`config.mk`:
```
export PLATFORM = sky130hd
export DESIGN_NAME = divn
export DESIGN_NICKNAME = d
export VERILOG_FILES = /design/src/rtl/divn_pkg.sv /design/src/rtl/divn_edge_det.sv /design/src/rtl/divn.sv
export SDC_FILE = /design/constraint.sdc
export NUM_CORES = 1
export LEC_CHECK = 0
export CORE_MARGIN = 4
export CORE_UTILIZATION = 40
export DETAILED_ROUTE_END_ITERATION = 12
export PLACE_DENSITY_LB_ADDON = 0.1
export SYNTH_ARGS = -nofsm -noshare
export SYNTH_HDL_FRONTEND = slang
export SYNTH_HIERARCHICAL = 1
export SYNTH_SLANG_ARGS = --single-unit
```
`constraint.sdc`:
```
create_clock -name clk_i -period 14.2 [get_ports clk_i]
set_input_delay 2.13 -clock clk_i [delete_from_list [all_inputs] [get_ports clk_i]]
set_output_delay 2.13 -clock clk_i [all_outputs]
set_load 0.05 [all_outputs]
```
`src/rtl/divn_pkg.sv`:
```
// Shared constants for the divn pulse divider.
package divn_pkg;

  localparam int unsigned DIVN_WIDTH = 32;

  localparam logic EDGE_RISE   = 1'b0;
  localparam logic EDGE_FALL   = 1'b1;

  localparam logic MODE_FOLLOW = 1'b0;
  localparam logic MODE_PULSE  = 1'b1;

endpackage

```
`src/rtl/divn_edge_det.sv`:
```
// Optional input synchroniser plus counted-edge and active-level detection.
module divn_edge_det #(
  parameter bit SYNC_INP = 1'b0
) (
  input  logic clk_i,
  input  logic reset_i,
  input  logic inp_i,
  input  logic enable_i,
  input  logic edge_sel_i,
  output logic edge_o,
  output logic act_o,
  output logic en_o
);

  logic lvl;
  logic prev_q;

  if (SYNC_INP) begin : g_sync
    logic [1:0] inp_q;
    logic [1:0] en_q;
    always_ff @(posedge clk_i or posedge reset_i) begin
      if (reset_i) begin
        inp_q <= '0;
        en_q  <= '0;
      end else begin
        inp_q <= {inp_q[0], inp_i};
        en_q  <= {en_q[0], enable_i};
      end
    end
    assign lvl  = inp_q[1];
    assign en_o = en_q[1];
  end else begin : g_nosync
    assign lvl  = inp_i;
    assign en_o = enable_i;
  end

  always_ff @(posedge clk_i or posedge reset_i) begin
    if (reset_i) prev_q <= 1'b0;
    else         prev_q <= lvl;
  end

  // An edge counts only on a real transition into the selected level.
  assign act_o  = lvl ^ edge_sel_i;
  assign edge_o = act_o & (lvl ^ prev_q);

endmodule

```
`src/rtl/divn.sv`:
```
// Programmable pulse divider routing every D-th counted pulse to outd_o.
// Pulse output mode is compiled in with DIVN_PULSE_MODE_EN.
module divn
  import divn_pkg::*;
#(
  parameter int unsigned WIDTH    = DIVN_WIDTH,
  parameter bit          SYNC_INP = 1'b0
) (
  input  logic             clk_i,
  input  logic             reset_i,
  input  logic             inp_i,
  input  logic             enable_i,
  output logic             outd_o,
  output logic             outn_o,
  input  logic [WIDTH-1:0] DIVISOR,
  input  logic             DIVISOR_WSTB,
  input  logic             FIRST_PULSE,
  input  logic             FIRST_PULSE_WSTB,
  input  logic             EDGE,
  input  logic             OUT_MODE,
  output logic [WIDTH-1:0] COUNT
);

  logic             edge_s;
  logic             act_s;
  logic             en_s;
  logic             pulse_sel;
  logic             wstb;
  logic             cont;
  logic [WIDTH-1:0] dm1;
  logic [WIDTH-1:0] preset;

  logic [WIDTH-1:0] div_q, div_d;
  logic             fp_q, fp_d;
  logic [WIDTH-1:0] cnt_q, cnt_d;
  logic             outd_q, outd_d;
  logic             outn_q, outn_d;
  logic             pol_q, pol_d;
  logic             pulse_q, pulse_d;

  divn_edge_det #(
    .SYNC_INP (SYNC_INP)
  ) u_edge (
    .clk_i      (clk_i),
    .reset_i    (reset_i),
    .inp_i      (inp_i),
    .enable_i   (enable_i),
    .edge_sel_i (EDGE),
    .edge_o     (edge_s),
    .act_o      (act_s),
    .en_o       (en_s)
  );

`ifdef DIVN_PULSE_MODE_EN
  assign pulse_sel = (OUT_MODE == MODE_PULSE);
`else
  logic unused_out_mode;
  assign unused_out_mode = OUT_MODE;
  assign pulse_sel       = 1'b0;
`endif

  assign wstb = DIVISOR_WSTB | FIRST_PULSE_WSTB;
  // Follow output tracks the level that started it, even if EDGE changed.
  assign cont = act_s ^ (EDGE ^ pol_q);

  always_comb begin
    div_d   = DIVISOR_WSTB ? DIVISOR : div_q;
    fp_d    = FIRST_PULSE_WSTB ? FIRST_PULSE : fp_q;
    dm1     = (div_d == '0) ? '0 : div_d - 1'b1;
    preset  = fp_d ? dm1 : '0;
    cnt_d   = cnt_q;
    outd_d  = 1'b0;
    outn_d  = 1'b0;
    pol_d   = pol_q;
    pulse_d = pulse_q;
    unique case (1'b1)
      (!en_s || wstb): begin
        cnt_d = preset;
      end
      (en_s && !wstb && edge_s): begin
        pol_d   = EDGE;
        pulse_d = pulse_sel;
        if (cnt_q >= dm1) begin
          outd_d = 1'b1;
          cnt_d  = '0;
        end else begin
          outn_d = 1'b1;
          cnt_d  = cnt_q + 1'b1;
        end
      end
      (en_s && !wstb && !edge_s): begin
        if (!pulse_q) begin
          outd_d = outd_q & cont;
          outn_d = outn_q & cont;
        end
      end
      default: ;
    endcase
  end

  always_ff @(posedge clk_i or posedge reset_i) begin
    if (reset_i) begin
      div_q   <= '0;
      fp_q    <= 1'b0;
      cnt_q   <= '0;
      outd_q  <= 1'b0;
      outn_q  <= 1'b0;
      pol_q   <= 1'b0;
      pulse_q <= 1'b0;
    end else begin
      div_q   <= div_d;
      fp_q    <= fp_d;
      cnt_q   <= cnt_d;
      outd_q  <= outd_d;
      outn_q  <= outn_d;
      pol_q   <= pol_d;
      pulse_q <= pulse_d;
    end
  end

  assign outd_o = outd_q;
  assign outn_o = outn_q;
  assign COUNT  = cnt_q;

endmodule

```
==> metrics.md <==
| Metric | Value |
|---|---|
| Clock slew at reported path FFs | 0.05 ns |
| CP Launch Point | DIVISOR_WSTB |
| Final WL | 14.3 mm |
| Share of layout cells above drive strength 1 | 8.30% |
| Ranking of synthesized cells by area | dfrtp_1, ha_1, nand2_1, xnor2_1, a22oi_1 |
| N_diodes | 0 |
| RR Startpoint | div_q[22]$_DFF_PP0_ |
| CTS sink count | 69 |
| Synth Register Bits | 69 |
| CTS Hold Buffers Added | 0 |
| Syn_area_per_cell | 8.51 um2 |
| Crit Path Class | in -> reg |
| Post-CTS resize count | 0 |
| Setup Fix Bufs, Post-CTS | 0 |
| Die area | 0.0149 mm2 |
| Reg2reg path depth | 15 |
| Synth Area in XOR/XNOR | 5.91% |
| Final period util | 55.0% |
| Multiplexer share of the synthesized area | 6.94% |
| Number of global-route vias before repair | 4,721 |
| CP Capture Type | register |
| CTS tree | yes |
| Worst-case register-to-register setup slack | 8.50 ns |
| Tot Pwr | 0.692 mW |
| Hold Vio Cnt, Final | 0 |
| Starting Density | 41.0% |
| Minimum clock period | 7.80 ns |
| Synth async-reset ratio | 100% |
| Top cell type's share of synthesized area | 33.3% |
| Crit path capture | COUNT[2]$_DFFE_PP0P_ |
| Synthesized area | 0.00519 mm2 |
| Row count | 41 |
| Reg-to-reg critical path endpoint | COUNT[2]$_DFFE_PP0P_ |
| Routed Antenna Nets | 0 |
| Distinct cells, synth | 58 |
| GRT Residual Overflow | 0 |
| Slew headroom | 15.4% |
| Clk buf depth | 2 |
| Global router's overall resource usage | 20.5% |
| Die Wd | 122 um |
| Commonest register cell after synthesis | dfrtp_1 |
| Static leakage | 2.70 nW |
| Clk_skew | 0.00647 ns |
| Via/cell ratio | 5.49 |
| Compound-Gate Fraction of Synth Area | 15.8% |
| H-tree Lvls | 3 |
| Simple-Gate Fraction of Synth Area | 24.1% |
| Synth warn | 6 |
| Detailed-route wire length per cell | 16.8 um |
| Number of DRC markers in iteration 0 | 214 |
| Max FO, Critical Path | 71 |
| Area delta synth->final | 22.7% |
| Max Cap Viol | 0 |
| Synth area leader | dfrtp_1 |
| Gpl congestion | 0.849 |
| Drt pass-1 iters | 5 |
| Post-synth EDFFs | 0 |
| Global-route wire length before repair | 24.0 mm |
| Worst setup SP type | input pin |
| Clk_lat worst skew | 0.34 ns |
| Final setup viols | 0 |
| Achievable Freq | 128 MHz |
| Required time worst endpoint | 14.47 ns |
| Power Density | 109 mW/mm2 |
| Synth Area in Adders | 8.44% |
| Largest family of logic cells by synthesized area | simple AND/OR/NAND/NOR gates |
| Post-route DRC | 0 |
| Post-Route Utilization | 50.3% |
| Die Ht | 122 um |
| NumNets Final | 746 |
| Core box area | 0.0127 mm2 |
| Setup TNS | 0 ns |
| Slew Viols, Final | 0 |
| Clk root buf | clkbuf_16 |
| Crit path DAT | 8.07 ns |
| Largest net degree at the start of global routing | 72 |
| Initial antenna violation count | 0 |
| Vias | 4,646 |
| IO Pins | 75 |
| Synthesized Nets | 686 |
| Final HPWL DP | 10.6 mm |
| I/O Buffers | 73 |
| Sequential fraction of the synthesis area | 33.3% |
| Hold Path Class | reg -> reg |
| Post-Syn Instances | 610 |
| IR Drop Worst-Case VDD | 0.0806 mV |
| Slew of the pin with the lowest slew margin | 1.26 ns |
| RSZ-0062 raised after global routing | no |
| Run status | complete, no violations |
| CTS Buf Count | 9 |
==> final cells by class <==
type,instances,area (um2)
Fill cell,1234,6300
Timing Repair Buffer,79,771
Tap cell,172,215
Multi-Input combinational cell,474,3190
Clock inverter,4,70.1
Inverter,37,139
Clock buffer,12,256
Sequential cell,69,1730
==> cell usage in the layout (no fill, tap or decap), drive strengths merged, types with 3 or more instances in the layout <==
cell type | netlist | routed
buf | 12 | 7
nand3 | 21 | 21
nor2 | 38 | 38
o31a | 3 | 3
mux2 | 16 | 16
nor4 | 9 | 9
or3 | 11 | 11
a32oi | 7 | 7
and4 | 3 | 3
nand4 | 13 | 13
or4b | 3 | 3
o211ai | 4 | 4
ha | 35 | 35
xor2 | 8 | 8
nand2 | 81 | 81
a21o | 3 | 3
or4 | 6 | 6
nor2b | 3 | 3
nand2b | 8 | 8
nor3 | 28 | 28
mux2i | 18 | 18
and2 | 4 | 4
a21oi | 27 | 27
dfrtp | 69 | 69
clkdlybuf4s50 | 0 | 72
clkbuf | 18 | 12
a22oi | 27 | 27
xnor2 | 27 | 27
or2 | 4 | 4
a211oi | 5 | 5
inv | 37 | 37
o21ai | 32 | 32
or3b | 5 | 5
nand3b | 3 | 3
==> metal layers <==
metal	track usage (%)	routed length (um)
met5	0	0
met4	6.58	361
met3	4.46	517
met2	36.6	7360
met1	24.6	6020
==> Yosys cell counts (3+ instances only) <==
cell / count
buf_6: 3
xor2_1: 8
buf_1: 4
o21ai_0: 24
ha_1: 35
mux2i_1: 18
or3_1: 11
nor4_1: 8
or3b_2: 4
buf_4: 3
xnor2_1: 27
or2_2: 4
a22oi_1: 25
or4b_1: 3
a21o_1: 3
a21oi_1: 27
nor2_1: 38
a211oi_1: 5
and2_1: 4
nand4_1: 13
dfrtp_1: 69
a32oi_1: 7
nand3b_1: 3
nand3_1: 21
o31a_1: 3
mux2_2: 16
o21ai_1: 7
inv_1: 37
clkbuf_1: 18
and4_1: 3
o211ai_1: 4
nand2_1: 81
nand2b_1: 8
nor3_1: 28
or4_1: 6
==> power breakdown <==
group / total [mW] / internal, mW / switching [mW]
registers: 0.245 / 0.218 / 0.0270
clock network: 0.249 / 0.163 / 0.0858
logic: 0.199 / 0.0791 / 0.120
total: 0.692 / 0.460 / 0.233
==> stage by stage <==
stage               hold slack [ns]  std cells  worst slack [ns]  cell area, um2
floorplan                     0.479        610              6.96            5190
finish                        0.477        847              6.40            6370
global route                  0.495        847              5.70            6370
detailed placement            0.471        831              6.02            6040
global placement              0.470        831              6.09            6040
CTS                           0.483        847              6.40            6370
==> critical path, cell delays in order <==
cell,delay (ns)
buf_2,0.08
buf_4,0.61
or4b_1,0.54
a222oi_1,0.57
nand3b_1,0.23
or4_1,0.58
buf_4,0.26
nand2_1,0.10
ha_1,0.24
a21oi_1,0.16
o21bai_1,0.10
a2111oi_0,0.33
o21ai_0,0.30
a211oi_4,1.05
buf_4,0.46
a32oi_1,0.15
nand3_1,0.13
==> flip-flops by register name (all words and copies together) (netlist names) <==
signal,cells
COUNT,32
div_q,32
fp_q,1
outd_o,1
outn_o,1
pol_q,1
u_edge/prev_q,1
==> cell families (layout without fill, tap and decap cells) <==
logic type,after synthesis,count (layout)
AOI/OAI and AO/OA,123,123
DFF,69,69
muxes,34,34
and+or+nand+nor,247,247
xor gates and xnor gates,35,35
adders and majority gates,35,35
buffers and inverters,67,132
==> worst min path at each step <==
stage / depth (start not counted) / end / start / slack (ns)
4_1_cts: 1 / outn_o$_DFF_PP0_ / outn_o$_DFF_PP0_ / 0.48
2_1_floorplan: 2 / div_q[3]$_DFF_PP0_ / div_q[3]$_DFF_PP0_ / 0.48
3_5_place_dp: 1 / outn_o$_DFF_PP0_ / outn_o$_DFF_PP0_ / 0.47
3_3_place_gp: 1 / outn_o$_DFF_PP0_ / outn_o$_DFF_PP0_ / 0.47
5_1_grt: 1 / outn_o$_DFF_PP0_ / outn_o$_DFF_PP0_ / 0.50
6_report: 2 / outd_o$_DFF_PP0_ / outd_o$_DFF_PP0_ / 0.48
(Power assumes the default switching activity.)
